$ cat src/rtl/gemm_hls_deadlock_pkg.sv
// rtl/gemm_hls_deadlock_pkg.sv - shared types and helpers for the persistent deadlock monitor
package gemm_hls_deadlock_pkg;

  typedef enum logic [1:0] {
    IDLE    = 2'd0,
    COUNT   = 2'd1,
    BLOCKED = 2'd2
  } mon_state_e;

  localparam int unsigned DEFAULT_CNT_W = 8;

  // THRESH must be reachable by a CNT_W-bit counter without touching the saturation value.
  function automatic bit thresh_legal(input int unsigned thresh, input int unsigned cnt_w);
    return (thresh >= 1) && (cnt_w >= 1) && (cnt_w < 32) && (thresh < (32'd1 << cnt_w));
  endfunction

endpackage

$ cat src/rtl/gemm_hls_sat_counter.sv
// rtl/gemm_hls_sat_counter.sv - up-counter with sync clear, load-to-one and saturation
module gemm_hls_sat_counter #(
  parameter int unsigned W = 8
) (
  input  logic         clock,
  input  logic         clr,
  input  logic         load1,
  input  logic         inc,
  output logic [W-1:0] count
);

  // Priority: clr, then load1, then inc; holds at all-ones instead of wrapping.
  always_ff @(posedge clock) begin
    if (clr) begin
      count <= '0;
    end else if (load1) begin
      count <= W'(1);
    end else if (inc && (count != {W{1'b1}})) begin
      count <= count + 1'b1;
    end
  end

endmodule

$ cat src/rtl/gemm_hls_deadlock_persist_monitor.sv
// rtl/gemm_hls_deadlock_persist_monitor.sv - deadlock flag that needs THRESH consecutive blocked cycles
module gemm_hls_deadlock_persist_monitor
  import gemm_hls_deadlock_pkg::*;
#(
  parameter int unsigned          N_AXIS    = 4,
  parameter int unsigned          N_INST    = 1,
  parameter logic [N_AXIS-1:0]    AXIS_MASK = 4'b0110,
  parameter int unsigned          THRESH    = 16,
  parameter int unsigned          CNT_W     = DEFAULT_CNT_W,
  parameter bit                   STICKY    = 1'b1
) (
  input  logic                     clock,
  input  logic                     reset,
  input  logic                     clear,
  input  logic [N_AXIS-1:0]        axis_block_sigs,
  input  logic [N_AXIS-1:0]        inst_idle_sigs,
  input  logic [N_INST-1:0]        inst_block_sigs,
  output logic                     block,
  output logic [N_AXIS+N_INST-1:0] block_src,
  output logic [CNT_W-1:0]         block_cycles
);

  generate
    if (!thresh_legal(THRESH, CNT_W)) begin : g_bad_thresh
      $error("gemm_hls_deadlock_persist_monitor: THRESH must be in 1..2**CNT_W-1");
    end
  endgenerate

  localparam logic [CNT_W-1:0] THRESH_C = CNT_W'(THRESH);

  logic                     wipe;
  logic [N_AXIS-1:0]        axis_hit;
  logic [N_AXIS+N_INST-1:0] src_vec;
  logic                     raw;

  mon_state_e               state_q;
  mon_state_e               state_d;

  logic [CNT_W-1:0]         cnt;
  logic [CNT_W-1:0]         cnt_next;
  logic                     cnt_clr;
  logic                     cnt_load1;
  logic                     cnt_inc;
  logic                     enter_blocked;
  logic                     stay_blocked;

  assign wipe = reset | clear;

  // Idle owners and channels outside the mask never contribute, not even to the snapshot.
  assign axis_hit = axis_block_sigs & AXIS_MASK & ~inst_idle_sigs;
  assign src_vec  = {inst_block_sigs, axis_hit};
  assign raw      = |src_vec;
  assign cnt_next = cnt + 1'b1;

  always_comb begin
    state_d   = state_q;
    cnt_clr   = 1'b0;
    cnt_load1 = 1'b0;
    cnt_inc   = 1'b0;
    case (state_q)
      IDLE: begin
        if (raw) begin
          if (THRESH == 1) begin
            state_d = BLOCKED;
            cnt_clr = 1'b1;
          end else begin
            state_d   = COUNT;
            cnt_load1 = 1'b1;
          end
        end else begin
          cnt_clr = 1'b1;
        end
      end
      COUNT: begin
        if (!raw) begin
          state_d = IDLE;
          cnt_clr = 1'b1;
        end else if (cnt_next == THRESH_C) begin
          state_d = BLOCKED;
          cnt_clr = 1'b1;
        end else begin
          cnt_inc = 1'b1;
        end
      end
      BLOCKED: begin
        cnt_clr = 1'b1;
        if (!STICKY && !raw) begin
          state_d = IDLE;
        end
      end
      default: begin
        state_d = IDLE;
        cnt_clr = 1'b1;
      end
    endcase
  end

  assign enter_blocked = (state_q != BLOCKED) && (state_d == BLOCKED);
  assign stay_blocked  = (state_q == BLOCKED) && (state_d == BLOCKED);

  gemm_hls_sat_counter #(
    .W (CNT_W)
  ) u_persist (
    .clock (clock),
    .clr   (wipe | cnt_clr),
    .load1 (cnt_load1),
    .inc   (cnt_inc),
    .count (cnt)
  );

  // block_cycles is left untouched on exit so software can read how long the last episode lasted.
  gemm_hls_sat_counter #(
    .W (CNT_W)
  ) u_blocked_cycles (
    .clock (clock),
    .clr   (wipe),
    .load1 (enter_blocked),
    .inc   (stay_blocked),
    .count (block_cycles)
  );

  always_ff @(posedge clock) begin
    if (wipe) begin
      state_q   <= IDLE;
      block     <= 1'b0;
      block_src <= '0;
    end else begin
      state_q <= state_d;
      block   <= (state_d == BLOCKED);
      if (enter_blocked) begin
        block_src <= src_vec;
      end
    end
  end

endmodule

$ cat config.mk
export PLATFORM = sky130hd
export DESIGN_NAME = gemm_hls_deadlock_persist_monitor
export DESIGN_NICKNAME = d
export VERILOG_FILES = /design/src/rtl/gemm_hls_deadlock_pkg.sv /design/src/rtl/gemm_hls_sat_counter.sv /design/src/rtl/gemm_hls_deadlock_persist_monitor.sv
export SDC_FILE = /design/constraint.sdc
export NUM_CORES = 1
export LEC_CHECK = 0
export BUFFER_PORTS_ARGS = -buffer_cell sky130_fd_sc_hd__buf_2
export CORE_MARGIN = 2
export CORE_UTILIZATION = 49
export CTS_BUF_LIST = sky130_fd_sc_hd__clkbuf_8 sky130_fd_sc_hd__clkbuf_16
export DETAILED_ROUTE_END_ITERATION = 12
export MAX_ROUTING_LAYER = met4
export PLACE_DENSITY = 0.72
export REMOVE_ABC_BUFFERS = 1
export SETUP_SLACK_MARGIN = 0.4
export SLEW_MARGIN = 20
export SYNTH_ARGS = -nofsm -noshare
export SYNTH_HDL_FRONTEND = slang
export SYNTH_SLANG_ARGS = --single-unit
$ cat constraint.sdc
create_clock -name clock -period 2.19 [get_ports clock]
set_input_delay 0.438 -clock clock [delete_from_list [all_inputs] [get_ports clock]]
set_output_delay 0.438 -clock clock [all_outputs]
set_load 0.01 [all_outputs]
After elaboration in Yosys (flattened, before gate mapping)
Index checks and enable logic that the tools add are counted.
W data, S select, Z words.
{"block": "word_totals", "out_inout_bits": 14, "word_cells": 47, "regBits": 24}
{"block": "op_classes", "reduce_logical": 10, "bitwise_logic": 4, "muxes": 17, "addsub": 2, "n_eq_ne": 7}
{"cell": "$add A8 B1 Y8 const B", "count": 2}
{"cell": "$ne A8 B8 Y1 const B", "count": 2}
{"cell": "$mux W1", "count": 12}
{"cell": "$eq A8 B5 Y1 const B", "count": 1}
{"cell": "$mux W2", "count": 3}
{"cell": "$pmux W2 S3", "count": 1}
{"cell": "$reduce_or A5 Y1", "count": 1}
{"cell": "$and A3 B4 Y4", "count": 1}
{"cell": "$eq A2 B2 Y1 const B", "count": 2}
{"cell": "$logic_and A1 B1 Y1", "count": 4}
{"cell": "$not A4 Y4", "count": 1}
{"cell": "$reduce_bool A2 Y1", "count": 2}
{"cell": "$reduce_or A2 Y1", "count": 2}
{"cell": "$eq A2 B1 Y1 const B", "count": 1}
{"cell": "$logic_not A2 Y1", "count": 1}
{"cell": "$ne A2 B2 Y1 const B", "count": 1}
{"cell": "$or A1 B1 Y1", "count": 2}
{"cell": "$pmux W1 S2", "count": 1}

Longest topological paths before layout
Gate-level depths: netlist of the first run.
{"block": "logic_depth", "word_depth": 10, "ltp_mapped": 7}

Cells and area by module
From an unflattened synthesis of the first run, not the netlist that was laid out.
{"block": "unflattened", "cells_unflattened": 135, "hier_area_um2": 1228.7}
{"module": "gemm_hls_sat_counter", "area_per_inst_um2": 426.7, "cells_each": 48, "n_inst": 2}
{"module": "gemm_hls_deadlock_persist_monitor", "area_per_inst_um2": 375.4, "cells_each": 39, "n_inst": 1}

Worst setup path after synthesis of the first run
No wires, ideal clock.
{"block": "synth_timing", "path_kind": "flip-flop to flip-flop", "start": "register u_persist.count[0]", "end": "register u_persist.count[5]", "stages_incl_launch_ff": 8, "t_arrival_ns": 1.685, "setup_slack_ns": 0.379, "path_cell_list": "dfxtp_1 ha_1 and3_1 buf_4 xor2_2 o2111ai_4 o211ai_2 nor3b_1"}
{"block": "synth_via", "elab_chain_len": 7}
{"element": "start, declared", "line_no": "gemm_hls_sat_counter.sv:9", "source": "output logic [W-1:0] count"}
{"element": "start signal, assigned", "line_no": "gemm_hls_sat_counter.sv:19", "source": "count <= count + 1'b1;"}
{"element": "$add A8 B1 Y8", "line_no": "gemm_hls_sat_counter.sv:19, gemm_hls_deadlock_persist_monitor.sv:53"}
{"element": "$eq A8 B5 Y1", "line_no": "gemm_hls_deadlock_persist_monitor.sv:78", "source": "end else if (cnt_next == THRESH_C) begin"}
{"element": "$mux W1", "line_no": "gemm_hls_deadlock_persist_monitor.sv:78"}
{"element": "$mux W1", "line_no": "gemm_hls_deadlock_persist_monitor.sv:75", "source": "if (!raw) begin"}
{"element": "$pmux W1 S2", "line_no": "gemm_hls_deadlock_persist_monitor.sv:60", "source": "case (state_q)"}
{"element": "$or A1 B1 Y1", "line_no": "gemm_hls_deadlock_persist_monitor.sv:105", "source": ".clr (wipe | cnt_clr),"}
{"element": "$reduce_or A2 Y1 (no line)"}
Several ways; a longest one is shown, not always the timed one.
A chain may end at the register's enable or synchronous reset.

Worst setup path after layout of the first run
{"block": "layout_timing", "start": "register u_persist.count[1]", "end": "register u_persist.count[2]"}
Same word-level chain as after synthesis.

==> results of run 1 <==
==> layout make-up <==
cell class / instances / area, um2
Clock buffer: 3 / 41.3
Clock inverter: 1 / 30.0
Fill cell: 203 / 922
Inverter: 3 / 11.3
Multi-Input combinational cell: 104 / 807
Sequential cell: 22 / 450
Tap cell: 30 / 37.5
Timing Repair Buffer: 24 / 133
==> sequential cells by signal (all words and copies together) (netlist names) <==
register,count
block,1
block_src,3
state_q,2
u_blocked_cycles.count,8
u_persist.count,8
==> worst max-delay path: stages (launching register included) <==
cell,delay [ns]
dfxtp_4,0.40
ha_4,0.17
and3_4,0.22
xor2_4,0.19
o2111ai_4,0.23
o211ai_4,0.34
nor2_1,0.08
==> through the flow <==
stage | hold slack [ns] | power, mW | instance area (um2) | util, %
detailed placement | 0.475 | 0.446 | 1350 | 55.3
floorplan | 0.498 | 0.434 | 1200 | -
finish | 0.429 | 0.823 | 1510 | 62.1
global route | 0.443 | 0.847 | 1510 | 62.1
global placement | 0.467 | 0.445 | 1350 | 55.3
CTS | 0.427 | 0.828 | 1460 | 60.1
==> worst paths after layout <==
kind / from / endpoint / slack [ns] / cells after the start
setup / recovery: u_persist.count[1] / u_persist.count[2] / 0.45 / 6
hold / removal: inst_block_sigs / block_src[4] / 0.43 / 3
setup reg to reg: u_persist.count[1] / u_persist.count[2] / 0.45 / 6
hold reg to reg: block_src[2] / block_src[2] / 0.49 / 2
==> timing repair <==
item	in CTS	in global routing
pin swaps	2	8
setup buffers	1	2
resized for setup	8	8
hold buffers	0	0
setup endpoints to repair	21	20
==> power breakdown <==
part	total, mW	switching (mW)	internal [mW]
registers	0.406	0.00551	0.400
clock network	0.384	0.140	0.244
logic	0.0334	0.0185	0.0149
==> Yosys cell counts (2+ instances only) <==
cell / number / area share (%)
xor2_1: 4 / 2.8
a2111oi_2: 2 / 2.4
a31oi_1: 2 / 1.0
and3_1: 4 / 2.0
dfxtp_1: 22 / 36
nor2_1: 9 / 2.7
inv_1: 3 / 0.91
o211ai_2: 2 / 2.0
mux2i_1: 2 / 1.6
o21a_1: 3 / 1.8
a21boi_1: 2 / 1.2
xnor2_1: 2 / 1.4
buf_2: 2 / 0.81
nand4_1: 3 / 1.5
nand3_1: 8 / 3.2
and2_1: 4 / 2.0
nand2_1: 7 / 2.1
a311oi_1: 2 / 1.4
o21ai_1: 2 / 0.81
a21oi_1: 8 / 3.2
o21ai_0: 5 / 2.0
nor2b_1: 2 / 1.0
nor3b_1: 2 / 1.2
buf_4: 3 / 1.8
nor3_1: 6 / 2.4
and4_1: 3 / 2.1
ha_1: 3 / 3.0
==> layer usage <==
metal | vias up | track usage, %
li1 | 542 | -
met1 | 506 | 23.0
met2 | 15 | 35.5
met3 | 2 | 2.50
met4 | 0 | 7.50
met5 | - | -
==> kinds of logic after synthesis <==
group / count (synthesis)
other: 1
adders and majority gates: 3
muxes: 2
and+or+nand+nor: 55
buffers and inverters: 10
xor gates and xnor gates: 7
DFF: 22
AOI/OAI and AO/OA: 35
==> results_dict.tcl, run 1 <==
set metrics [dict create \
    finalSetupViolCount 0 \
    pin_count 26 \
    start_util_pct 50.7 \
    totalWireLength_um 2650 \
    worst_pin_slew_ns 0.513 \
    drc_errors 0 \
    synth_compound_area_share_pct 23.2 \
    port_buffers 19 \
    rows 18 \
    critPathLaunchType "flop" \
    cap_violations 0 \
    top_layer "met4" \
    final.period_utilization_pct 79.4 \
    slew_violations 0 \
    hold_viol 0 \
    drtIter0Drc 11 \
    dpl.hpwl_um 1870 \
    die_w_um 54.2 \
    skew_ns 0.00925 \
    final_common_cell "buf_2" \
    worst-endpoint-arrival_ns 1.89 \
    worstSetupPathType "reg2reg" \
    fin_cells 187 \
    track_usage_pct 20.1 \
    wl_met2_um 1310 \
    cts_buffers 3 \
    fin_nets 173 \
    grt_pass1_wl_um 4140 \
    vias 1065 \
    grt_pass1_vias 968 \
    crit_fanout 7 \
    clockBufferDepth 2 \
    synth_edf_count 0 \
    fin_setup_tns_ns 0 \
    wire_per_inst_um 14.2 \
    antenna_cells 0 \
    htree_levels 1 \
    wl_met1_um 1270 \
    yosys.area_share.simple_pct 26.4 \
    wl_met3_um 59 \
    peakVddDrop_mv 0.365 \
    fmax_ghz 0.575 \
    power_density_nw_per_um2 545 \
    place_ws_ns 0.160 \
    synth_cell_types 45 \
    drt-pass1-iter-count 4 \
    gr-total-overflow 0 \
    synthXorXnorAreaFrac_pct 5.58 \
    synth.avg_cell_area_um2 9.14 \
    end_kind "flop" \
    ys_ff_latch 22 \
    ys.flop_type "dfxtp_1" \
    slew_headroom_pct 65.6 \
    grt_start_max_net_pins 14 \
    synthAdderAreaFrac_pct 3.04 \
    grt_setup_unrepaired "true" \
    final_layout_size_suffix_gt1_share_pct 31.2 \
    syn_to_final_growth_pct 22.4 \
    clk_pin_slew_worst_paths_ns 0.09 \
    cts_root_buf "clkbuf_8" \
    cts_tree "built" \
    antenna_left 0 \
    cp.required_ns 2.34 \
    ys_seq_area_share_pct 35.7 \
    synthArstFlopShare_pct 0 \
    yosys_warnings 0 \
    routabilityCongestion 0.821 \
    layout_common_cells "buf_2, dfxtp_1, nor2_1" \
    insertion_delay_ns 0.27 \
    synth.area.mux_share_pct 1.62 \
    die_h_um 54.2 \
    vias_per_cell 5.70 \
    dp.cells 180 \
    status "completed" \
    cts.sinks 22 \
    die_area_um2 2930 \
    synth_top_family_by_area "simple AND/OR/NAND/NOR gates" \
    fin_crit_ns 1.74 \
    antenna_found_initial 0 \
    postLayoutSetupSlackWorst_ns 0.450 \
    core_region_area_um2 2430 \
    syn_inst 135 \
    hp-class "in2reg" \
    leakage_nw 0.586 \
    netlist_area_um2 1230 \
]
(Power assumes the default switching activity.)
==> inputs of run 2 (changes only) <==
- CORE_UTILIZATION: 49 -> 48
- PLACE_DENSITY: 0.72 -> 0.73
- clock period: 2.19 -> 1.4 ns (I/O delays scaled with it)
==> run 2 against run 1 <==
  * The flow now finishes with violations (negative setup slack)
  * Hold slack lost 0.14 ns
  * Worst setup slack lost 0.74 ns
  * Wire length grew 20%
  * Count of clock-buffer cells in the layout is the same
  * Final cell count grew 14%
  * Flip-flop and latch count is the same
  * Critical path type unchanged
  * Highest routed layer unchanged
==> results_dict.tcl, run 2 (synthesis results as in run 1) <==
set metrics [dict create \
    status "complete, but fails checks" \
    violations "negative setup slack" \
    clk_pin_slew_worst_paths_ns 0.07 \
    cap_violations 0 \
    cts_tree "built" \
    worstRegToRegCells 6 \
    fin_crit_ns 1.69 \
    vias 1207 \
    dpl.hpwl_um 2370 \
    die_w_um 54.7 \
    pin_count 26 \
    antenna_cells 0 \
    final.period_utilization_pct 121 \
    worstSetupPathType "reg2reg" \
    grt_setup_unrepaired "true" \
    top_regs "u_blocked_cycles.count x8, u_persist.count x8, block_src x3" \
    htree_levels 1 \
    finalSetupViolCount 21 \
    clockBufferDepth 2 \
    min_path_cells 3 \
    slowest_stage "dfxtp_2" \
    drc_errors 0 \
    wire_per_inst_um 14.9 \
    gr-total-overflow 0 \
    fmax_ghz 0.591 \
    grt_start_max_net_pins 12 \
    peakVddDrop_mv 0.550 \
    cp.required_ns 1.55 \
    power_density_nw_per_um2 596 \
    skew_ns 0.00404 \
    r2r-start "u_persist.count[0]" \
    end_kind "flop" \
    cts.sinks 22 \
    grt_pass1_wl_um 4820 \
    fin_nets 201 \
    antenna_left 0 \
    postLayoutSetupSlackWorst_ns -0.292 \
    drt-pass1-iter-count 4 \
    r2r-end "u_persist.count[5]" \
    start_util_pct 50.3 \
    slew_violations 0 \
    placed_area_um2 1550 \
    track_usage_pct 23.8 \
    final_layout_size_suffix_gt1_share_pct 48.9 \
    antenna_found_initial 0 \
    max_stage_delay_ns 0.37 \
    hp-class "in2reg" \
    insertion_delay_ns 0.26 \
    dp.cells 207 \
    final_common_cell "buf_4" \
    leakage_nw 0.739 \
    die_h_um 54.7 \
    ctsHoldBuffers 0 \
    core_region_area_um2 2450 \
    grt_pass1_vias 1084 \
    worst-endpoint-arrival_ns 1.84 \
    rows 18 \
    cts_buffers 3 \
    layout_common_cells "buf_4, buf_6, dfxtp_2" \
    reg2reg_slack_ns -0.29 \
    die_area_um2 2990 \
    syn_to_final_growth_pct 47.1 \
    crit_chain "ha_4 -> and3_4 -> xor2_4 -> o2111ai_4 -> o211ai_4 -> nor3b_2" \
    place_ws_ns -0.437 \
    drtIter0Drc 26 \
    design_area_um2 1810 \
    fin_cells 214 \
    cts_root_buf "clkbuf_8" \
    crit_fanout 7 \
    critPathLaunchType "flop" \
    post-route-util_pct 73.9 \
    worstSetupStartpoint "u_persist.count[0]" \
    hold_viol 0 \
    hp-start "inst_block_sigs" \
    routabilityCongestion 0.794 \
    vias_per_cell 5.64 \
    port_buffers 19 \
    hold_end "block_src[4]" \
    totalWireLength_um 3190 \
]
-- run 2: cell types whose count changed in the layout (fill, tap and decap cells not counted), moves of 11 or more --
cell and change:
dfxtp_1 -11, dfxtp_2 +11, buf_6 +19, buf_2 -11
buf_4 +20
-- run 2: repair_timing --
item / 4_1_cts / 5_1_grt
pin swaps: 16 / 4
setup endpoints to repair: 33 / 33
buffers inserted: 3 / 1
resized for setup: 46 / 5
-- run 2: layer usage --
layer | wire (um) | global-route usage (%) | up-vias
met5 | 0 | - | -
met4 | 103 | 12.9 | 0
met3 | 86 | 3.01 | 11
met2 | 1660 | 40.9 | 28
met1 | 1340 | 26.5 | 568
li1 | - | - | 600
-- run 2: cell type report --
type	count	area, um2
Clock buffer	3	41.3
Fill cell	172	641
Inverter	3	11.3
Multi-Input combinational cell	104	818
Sequential cell	22	464
Tap cell	30	37.5
Timing Repair Buffer	52	442
-- run 2: worst max-delay path by stage --
stage | to | slack (ns) | cells past startpoint
global route | u_persist.count[7] | -0.37 | 6
finish | u_persist.count[5] | -0.29 | 6
global placement | u_persist.count[5] | -0.35 | 6
floorplan | u_persist.count[5] | -0.42 | 6
CTS | u_persist.count[5] | -0.29 | 6
detailed placement | u_persist.count[3] | -0.44 | 6
-- run 2: critical path, delay by kind of cell, from the launching register on --
family / cells / cell delay, ns
XOR/XNOR: 1 / 0.18
AND/OR/NAND/NOR: 2 / 0.31
flip-flops: 1 / 0.37
adder cells (fa/ha/maj): 1 / 0.16
AO/OA/AOI/OAI: 2 / 0.56
-- run 2: report_power, final --
group | internal (mW) | total, mW | switching (mW) | leakage, nW
logic | 0.0324 | 0.0740 | 0.0415 | 0.532
registers | 0.625 | 0.628 | 0.00349 | 0.186
clock network | 0.192 | 0.379 | 0.188 | 0.0216
total | 0.849 | 1.08 | 0.233 | 0.739
-- run 2: through the flow --
stage | total power [mW] | hold slack, ns | setup TNS [ns]
finish | 1.08 | 0.286 | -5.12
global route | 1.11 | 0.302 | -6.74
CTS | 1.09 | 0.286 | -5.23
detailed placement | 0.708 | 0.504 | -7.54
global placement | 0.706 | 0.472 | -5.80
floorplan | 0.678 | 0.428 | -7.32
